===== src/rtl/adma_pkg.sv =====
// Shared ADMA constants: AXI response codes, burst types, completion status record.
package adma_pkg;

  localparam logic [1:0] AXI_RESP_OKAY   = 2'b00;
  localparam logic [1:0] AXI_RESP_EXOKAY = 2'b01;
  localparam logic [1:0] AXI_RESP_SLVERR = 2'b10;
  localparam logic [1:0] AXI_RESP_DECERR = 2'b11;

  localparam logic [1:0] BURST_FIX  = 2'b00;
  localparam logic [1:0] BURST_INCR = 2'b01;

  typedef struct packed {
    logic       err;
    logic [1:0] resp;
  } cpl_stat_t;

  // EXOKAY is a success; only SLVERR/DECERR are error responses.
  function automatic logic resp_is_err(input logic [1:0] resp);
    return resp[1];
  endfunction

endpackage


===== src/rtl/adma_sync_fifo.sv =====
// Generic synchronous FIFO with first-word fall-through head and occupancy count.
// Push while full is accepted only when a pop happens in the same cycle.
module adma_sync_fifo #(
  parameter int DATA_W = 1,
  parameter int DEPTH  = 8,
  localparam int CNT_W = $clog2(DEPTH+1),
  localparam int AW    = (DEPTH > 1) ? $clog2(DEPTH) : 1
) (
  input  logic              clk,
  input  logic              rst,
  input  logic              push,
  input  logic [DATA_W-1:0] din,
  input  logic              pop,
  output logic [DATA_W-1:0] dout,
  output logic              full,
  output logic              empty,
  output logic [CNT_W-1:0]  count
);

  logic [DATA_W-1:0] mem [DEPTH];
  logic [AW-1:0]     wr_ptr, rd_ptr;
  logic              push_en, pop_en;

  function automatic logic [AW-1:0] ptr_inc(input logic [AW-1:0] p);
    return (p == AW'(DEPTH-1)) ? '0 : p + 1'b1;
  endfunction

  assign full    = (count == CNT_W'(DEPTH));
  assign empty   = (count == '0);
  assign pop_en  = pop & ~empty;
  assign push_en = push & (~full | pop_en);
  assign dout    = mem[rd_ptr];

  always_ff @(posedge clk) begin
    if (push_en) mem[wr_ptr] <= din;
  end

  always_ff @(posedge clk) begin
    if (rst) begin
      wr_ptr <= '0;
      rd_ptr <= '0;
      count  <= '0;
    end else begin
      if (push_en) wr_ptr <= ptr_inc(wr_ptr);
      if (pop_en)  rd_ptr <= ptr_inc(rd_ptr);
      case ({push_en, pop_en})
        2'b10:   count <= count + 1'b1;
        2'b01:   count <= count - 1'b1;
        default: count <= count;
      endcase
    end
  end

endmodule


===== src/rtl/adma_as_atx_complete.sv =====
// Write-response completion tracker: matches B responses to issued bursts and
// reports per-DMA-transaction completion with accumulated error status.
module adma_as_atx_complete
  import adma_pkg::*;
#(
  parameter int  MST_ID_W  = 5,
  parameter int  OUTST_MAX = 8,
  localparam int OUTST_W   = $clog2(OUTST_MAX+1)
) (
  input  logic                clk,
  input  logic                rst,
  input  logic [MST_ID_W-1:0] atx_id,
  input  logic                atx_start,
  input  logic                atx_start_last,
  output logic                atx_full,
  output logic [OUTST_W-1:0]  outst_cnt,
  input  logic [MST_ID_W-1:0] bid,
  input  logic [1:0]          bresp,
  input  logic                bvalid,
  output logic                bready,
  output logic                done_vld,
  input  logic                done_rdy,
  output logic                done_err,
  output logic [1:0]          done_resp,
  output logic                ovf_err,
  output logic                id_err
);

  logic      head_last, fifo_empty, fifo_full;
  logic      bhs, id_bad, beat_bad;
  cpl_stat_t acc, done_stat;
  logic [1:0] merged_resp;

  adma_sync_fifo #(
    .DATA_W (1),
    .DEPTH  (OUTST_MAX)
  ) u_trk_fifo (
    .clk   (clk),
    .rst   (rst),
    .push  (atx_start),
    .din   (atx_start_last),
    .pop   (bhs),
    .dout  (head_last),
    .full  (fifo_full),
    .empty (fifo_empty),
    .count (outst_cnt)
  );

  assign atx_full = fifo_full;

  // A final response must wait only while the single completion slot is still occupied.
  assign bready = ~fifo_empty & ~(head_last & done_vld & ~done_rdy);
  assign bhs    = bvalid & bready;

  assign id_bad   = (bid != atx_id);
  assign beat_bad = resp_is_err(bresp) | id_bad;

  // First error response wins; an ID-only error leaves resp at OKAY.
  assign merged_resp = (acc.resp != AXI_RESP_OKAY) ? acc.resp :
                       resp_is_err(bresp)          ? bresp    : AXI_RESP_OKAY;

  assign done_err  = done_stat.err;
  assign done_resp = done_stat.resp;

  always_ff @(posedge clk) begin
    if (rst) begin
      acc       <= '0;
      done_stat <= '0;
      done_vld  <= 1'b0;
      ovf_err   <= 1'b0;
      id_err    <= 1'b0;
    end else begin
      if (bhs && head_last) begin
        done_vld       <= 1'b1;
        done_stat.err  <= acc.err | beat_bad;
        done_stat.resp <= merged_resp;
        acc            <= '0;
      end else begin
        if (done_rdy) done_vld <= 1'b0;
        if (bhs) begin
          acc.err  <= acc.err | beat_bad;
          acc.resp <= merged_resp;
        end
      end
      if (atx_start && fifo_full && !bhs) ovf_err <= 1'b1;
      if (bhs && id_bad)                  id_err  <= 1'b1;
    end
  end

endmodule


===== config.mk =====
export PLATFORM = sky130hd
export DESIGN_NAME = adma_as_atx_complete
export DESIGN_NICKNAME = d
export VERILOG_FILES = /design/src/rtl/adma_pkg.sv /design/src/rtl/adma_sync_fifo.sv /design/src/rtl/adma_as_atx_complete.sv
export SDC_FILE = /design/constraint.sdc
export NUM_CORES = 1
export LEC_CHECK = 0
export CORE_MARGIN = 1.5
export CORE_UTILIZATION = 30
export DETAILED_ROUTE_END_ITERATION = 7
export PLACE_DENSITY = 0.56
export SYNTH_ARGS = -nofsm -noshare
export SYNTH_HDL_FRONTEND = slang
export SYNTH_SLANG_ARGS = --single-unit

===== constraint.sdc =====
create_clock -name clk -period 4.5 [get_ports clk]
set_clock_uncertainty 0.15 [all_clocks]
set_input_delay 1.35 -clock clk [delete_from_list [all_inputs] [get_ports clk]]
set_output_delay 1.35 -clock clk [all_outputs]
set_load 0.03 [all_outputs]

======== Word level (Yosys, flattened, before mapping) ========
Memories as Yosys holds them, arrays and structs flattened. A register that Yosys moved wholly into a read port is not among the register bits.
Index checks and enable logic that the tools add are counted.
storage, ports and cells
  input bits .............................. 18
  register bits ........................... 19
  bits in writable memories ............... 8
  output and inout bits ................... 12
  memories kept ........................... 1
cells by class
  add/subtract/negate cells ............... 4
  muxes and demuxes ....................... 11
  bitwise gates (word level) .............. 13
  equality and inequality tests ........... 6
  reduce and logical (&&, ||, !) cells .... 10
memory list
  name            depth  width  read ports  clocked after Yosys merged registers in  write ports  RTL line              RTL
  u_trk_fifo.mem  8      1      1           1                                        1            adma_sync_fifo.sv:20  logic [DATA_W-1:0] mem [DEPTH];
operators with widths
  kind                   count
  $mux W3                4
  $pmux W4 S2            1
  $add A3 B1 Y3 const B  2
  $and A1 B1 Y1          6
  $eq A3 B3 Y1 const B   2
  $reduce_bool A2 Y1     3
  $ne A5 B5 Y1           1
  $add A4 B1 Y4 const B  1
  $eq A4 B4 Y1 const B   1
  $logic_and A1 B1 Y1    4
  $logic_not A4 Y1       1
  $mux W1                4
  $mux W2                2
  $not A1 Y1             4
  $sub A4 B1 Y4 const B  1
  $or A1 B1 Y1           3
  $eq A2 B1 Y1 const B   1
  $eq A2 B2 Y1 const B   1
  $reduce_or A2 Y1       1
  $logic_not A1 Y1       1

======== Longest topological paths before layout ========
  word-level depth ........................ 10
  mapped depth ............................ 14

======== Modules after synthesis ========
From an unflattened synthesis, not the netlist that was laid out.
unflattened totals
  cells, all modules ...................... 136
  area total of the unflattened synthesis .. 1423.9 um^2
by module, submodules not included
  module                sequential area each (um^2)  area an instance (um^2)  cells each  instances
  adma_sync_fifo        500.5                        999.7                    89          1
  adma_as_atx_complete  180.2                        424.2                    47          1

======== Worst setup path after synthesis ========
Ideal clock, no wire load.
  kind .................................... input port to output port
  start point ............................. in done_rdy
  end point ............................... out bready
  stages on the path ...................... 3
  setup slack ............................. 0.614 ns
  required time ........................... 3.000 ns
  arrival time ............................ 2.386 ns
  cell sequence ........................... and2b_2 -> nand3_2 -> a21boi_0
on the way
  longest elaborated chain between the ends .. 4
ends and longest elaborated chain
  what           RTL line                    RTL
  from (decl)    adma_as_atx_complete.sv:22  input logic done_rdy,
  $not A1 Y1     adma_as_atx_complete.sv:52  assign bready = ~fifo_empty & ~(head_last & done_vld & ~done_rdy);
  $and A1 B1 Y1  adma_as_atx_complete.sv:52
  $not A1 Y1     adma_as_atx_complete.sv:52
  $and A1 B1 Y1  adma_as_atx_complete.sv:52
  to (decl)      adma_as_atx_complete.sv:20  output logic bready,
No other way between the ends.

======== Final worst setup path ========
Ends and elaborated chain as after synthesis.

==> reports/metrics.csv <==
stage,metric,value,unit
status,status,"complete, no violations",
logic_synthesis,Most used DFF post-synth,dfxtp_1,
floorplan,Die Ht,74.2,um
clocking,clk sinks,30,
critical_path,CP Launch Type,input port,
timing,RSZ-0062 raised after global routing,no,
cells_and_area,diodes inserted,0,
floorplan,I/O pin cnt,30,
clocking,postcts setup bufs,0,
run,max_cap viols,0,
critical_path,Worst Path Max Fanout,4,
min_path,worst min path class,reg -> reg,
critical_path,CP required,3.00,ns
logic_synthesis,synthesized area,0.00152,mm^2
timing,# setup viols final,0,
cells_and_area,"commonest non-fill, non-tap cells in the layout","28 x clkdlybuf4s50_1, 22 x dfxtp_1, 15 x nor2_1",
route,# DRC,0,
clocking,total CTS buffers,5,
route,Routed Antenna Nets,0,
clocking,H-Tree Depth,2,
floorplan,starting density of the core,31.6,%
grt,initial antenna violation count,0,
timing,hold violation count in the final report,0,
critical_path,Worst Setup SP,done_rdy,
floorplan,die area,0.00550,mm^2
pwr,clock share of power,28.3,%
timing,worst slew pin tran,0.783,ns
critical_path,CP Data Arrival Time,2.51,ns
cells_and_area,"commonest non-fill, non-tap cell in the layout",clkdlybuf4s50_1,
floorplan,# rows,25,
timing,final critical-path required period,4.01,ns
timing,Worst slew margin,47.6,%
place,routability congestion estimate,0.721,
clocking,clock root cell,clkbuf_8,
route,WL/cell,12.1,um
clocking,worst-case clock buffer depth,2,
route,drt total wl,2960,um
pwr,internal power,744,uW
grt,first-pass GRT wire length,5200,um
pwr,Reg power frac,34.1,%
min_path,hold path startpoint,ovf_err$_SDFFE_PP0P_,
clocking,clock-pin slew on the worst setup and hold paths,0.07,ns
timing,Final Max Tran Viols,0,
logic_synthesis,yosys warns,0,
pwr,P_leak,0.000763,uW
clocking,CTS-repair resized insts,0,
timing,fin crit share,89.0,%
logic_synthesis,Post-Syn Area per Cell,10.5,um^2
grt,GRT overflow,0,
logic_synthesis,asr flop ratio synth,0,%
logic_synthesis,Post-Syn Nets,170,
clocking,clk_lat worst skew,0.29,ns
critical_path,critical path class,in -> out,
pwr,PwrDens,572,mW/mm^2
grt,GRT Total Usage,12.4,%
floorplan,Chip Width,74.2,um
route,drt pass-1 iters,4,
logic_synthesis,Post-Syn Instances,145,
logic_synthesis,Post-synth EDFFs,8,
pwr,Switching Power,402,uW
clocking,Post-CTS Hold Buffers,0,
pwr,Max IR drop VDD,0.000180,V
grt,pin count of the biggest net entering global routing,23,
timing,Setup TNS,0,ns
logic_synthesis,Netlist cell types,35,
route,via count,1160,
cells_and_area,share of cells above drive strength 1,11.2,%
cells_and_area,final-stage net count,202,
place,DP HPWL,2210,um
cells_and_area,Final Core Density,41.6,%
pwr,Comb power frac,37.6,%
floorplan,CORE AREA,0.00482,mm^2
pwr,Sw Ratio,35.1,%
logic_synthesis,sequential element share of the synthesized area,44.8,%
clocking,CTS tree,built,
route,DR iter-0 viols,73,
cells_and_area,Synth-to-Final Area Change,31.8,%
critical_path,CP endpoint kind,output port,
grt,vias in the first global route,1193,
timing,f_max,0.250,GHz
place,number of buffers added on ports,29,
logic_synthesis,Seq cells post-synth,30,
route,via/cell ratio,4.73,
## stage by stage
step / total power, uW / worst slack, ns / instance area (um^2) / std cells / hold slack [ns]
finish: 1150 / 0.494 / 2000 / 245 / 0.318
global route: 1220 / 0.431 / 2000 / 245 / 0.363
CTS: 1160 / 0.480 / 2000 / 245 / 0.329
detailed placement: 829 / 0.449 / 1870 / 237 / 0.311
global placement: 819 / 0.522 / 1870 / 237 / 0.294
floorplan: 692 / 0.614 / 1520 / 145 / 0.314
## final timing paths
kind                            slack [ns]                               end  cells past startpoint
worst max-delay path                  0.49                            bready                      5
worst min-delay path                  0.32              ovf_err$_SDFFE_PP0P_                      2
worst max register to register        1.58  u_trk_fifo.count[3]$_SDFFE_PP0P_                      9
worst min register to register        0.32              ovf_err$_SDFFE_PP0P_                      2
## synth_stat cells (2+ instances only)
master / count / area share (%)
nor3_1: 7 / 2.3
a211oi_1: 2 / 0.99
o21ai_0: 5 / 1.6
inv_1: 8 / 2.0
a21oi_1: 10 / 3.3
or3_1: 2 / 0.82
clkbuf_1: 2 / 0.49
edfxtp_1: 8 / 16
mux2i_1: 8 / 5.3
ha_1: 7 / 5.8
nor4_1: 5 / 2.1
buf_2: 2 / 0.66
nor2b_1: 2 / 0.82
nand2_1: 4 / 0.99
mux2_4: 2 / 2.0
nand3b_1: 3 / 1.5
a31oi_1: 2 / 0.82
xor2_1: 8 / 4.6
and4_2: 2 / 1.3
dfxtp_1: 22 / 29
nand2b_1: 6 / 2.5
nor2_1: 15 / 3.7
## worst max-delay path, cell delays in order
cell	delay [ns]
clkdlybuf4s50_1	0.46
and2b_2	0.25
nand3_2	0.07
a21boi_0	0.18
buf_4	0.19
## power groups by stage
stage / registers [uW] / logic (uW) / clock network (uW)
6_report: 390 / 431 / 325
5_1_grt: 400 / 474 / 341
4_1_cts: 391 / 436 / 330
3_5_place_dp: 396 / 433 / 0
3_3_place_gp: 395 / 424 / 0
2_1_floorplan: 432 / 260 / 0
## logic make-up (layout without fill, tap and decap cells)
logic type / after synthesis / count (layout) / synth area share [%]
AOI/OAI and AO/OA: 26 / 26 / 14.8
adders and majority gates: 7 / 7 / 5.76
DFF: 30 / 30 / 44.8
xor gates and xnor gates: 8 / 8 / 4.61
buffers and inverters: 13 / 46 / 3.87
and+or+nand+nor: 51 / 51 / 18.9
muxes: 10 / 10 / 7.24
## layer usage
layer  vias to the layer above  global-route usage (%)  wire length [um]
li1                        585                       -                 -
met1                       529                    15.3              1390
met2                        42                    19.1              1300
met3                         4                    5.42               243
met4                         0                    4.94                30
met5                         -                       0                 0
## registers in the layout, summed over array words and instances (netlist names), named ones only
name               flops
acc                    3
done_resp              2
done_vld               1
done_err               1
u_trk_fifo.count       4
id_err                 1
u_trk_fifo.wr_ptr      3
u_trk_fifo.mem         8
u_trk_fifo.rd_ptr      3
ovf_err                1
## cell type report
type / count / area, um^2
well taps: 67 / 83.8
fillers: 482 / 2810
multi-input cells: 102 / 781
clock buffers: 5 / 68.8
clock inverters: 3 / 63.8
inverters: 8 / 30.0
flip-flops and latches: 30 / 681
repair buffers: 30 / 295
Power figures use the tool's default switching activity.
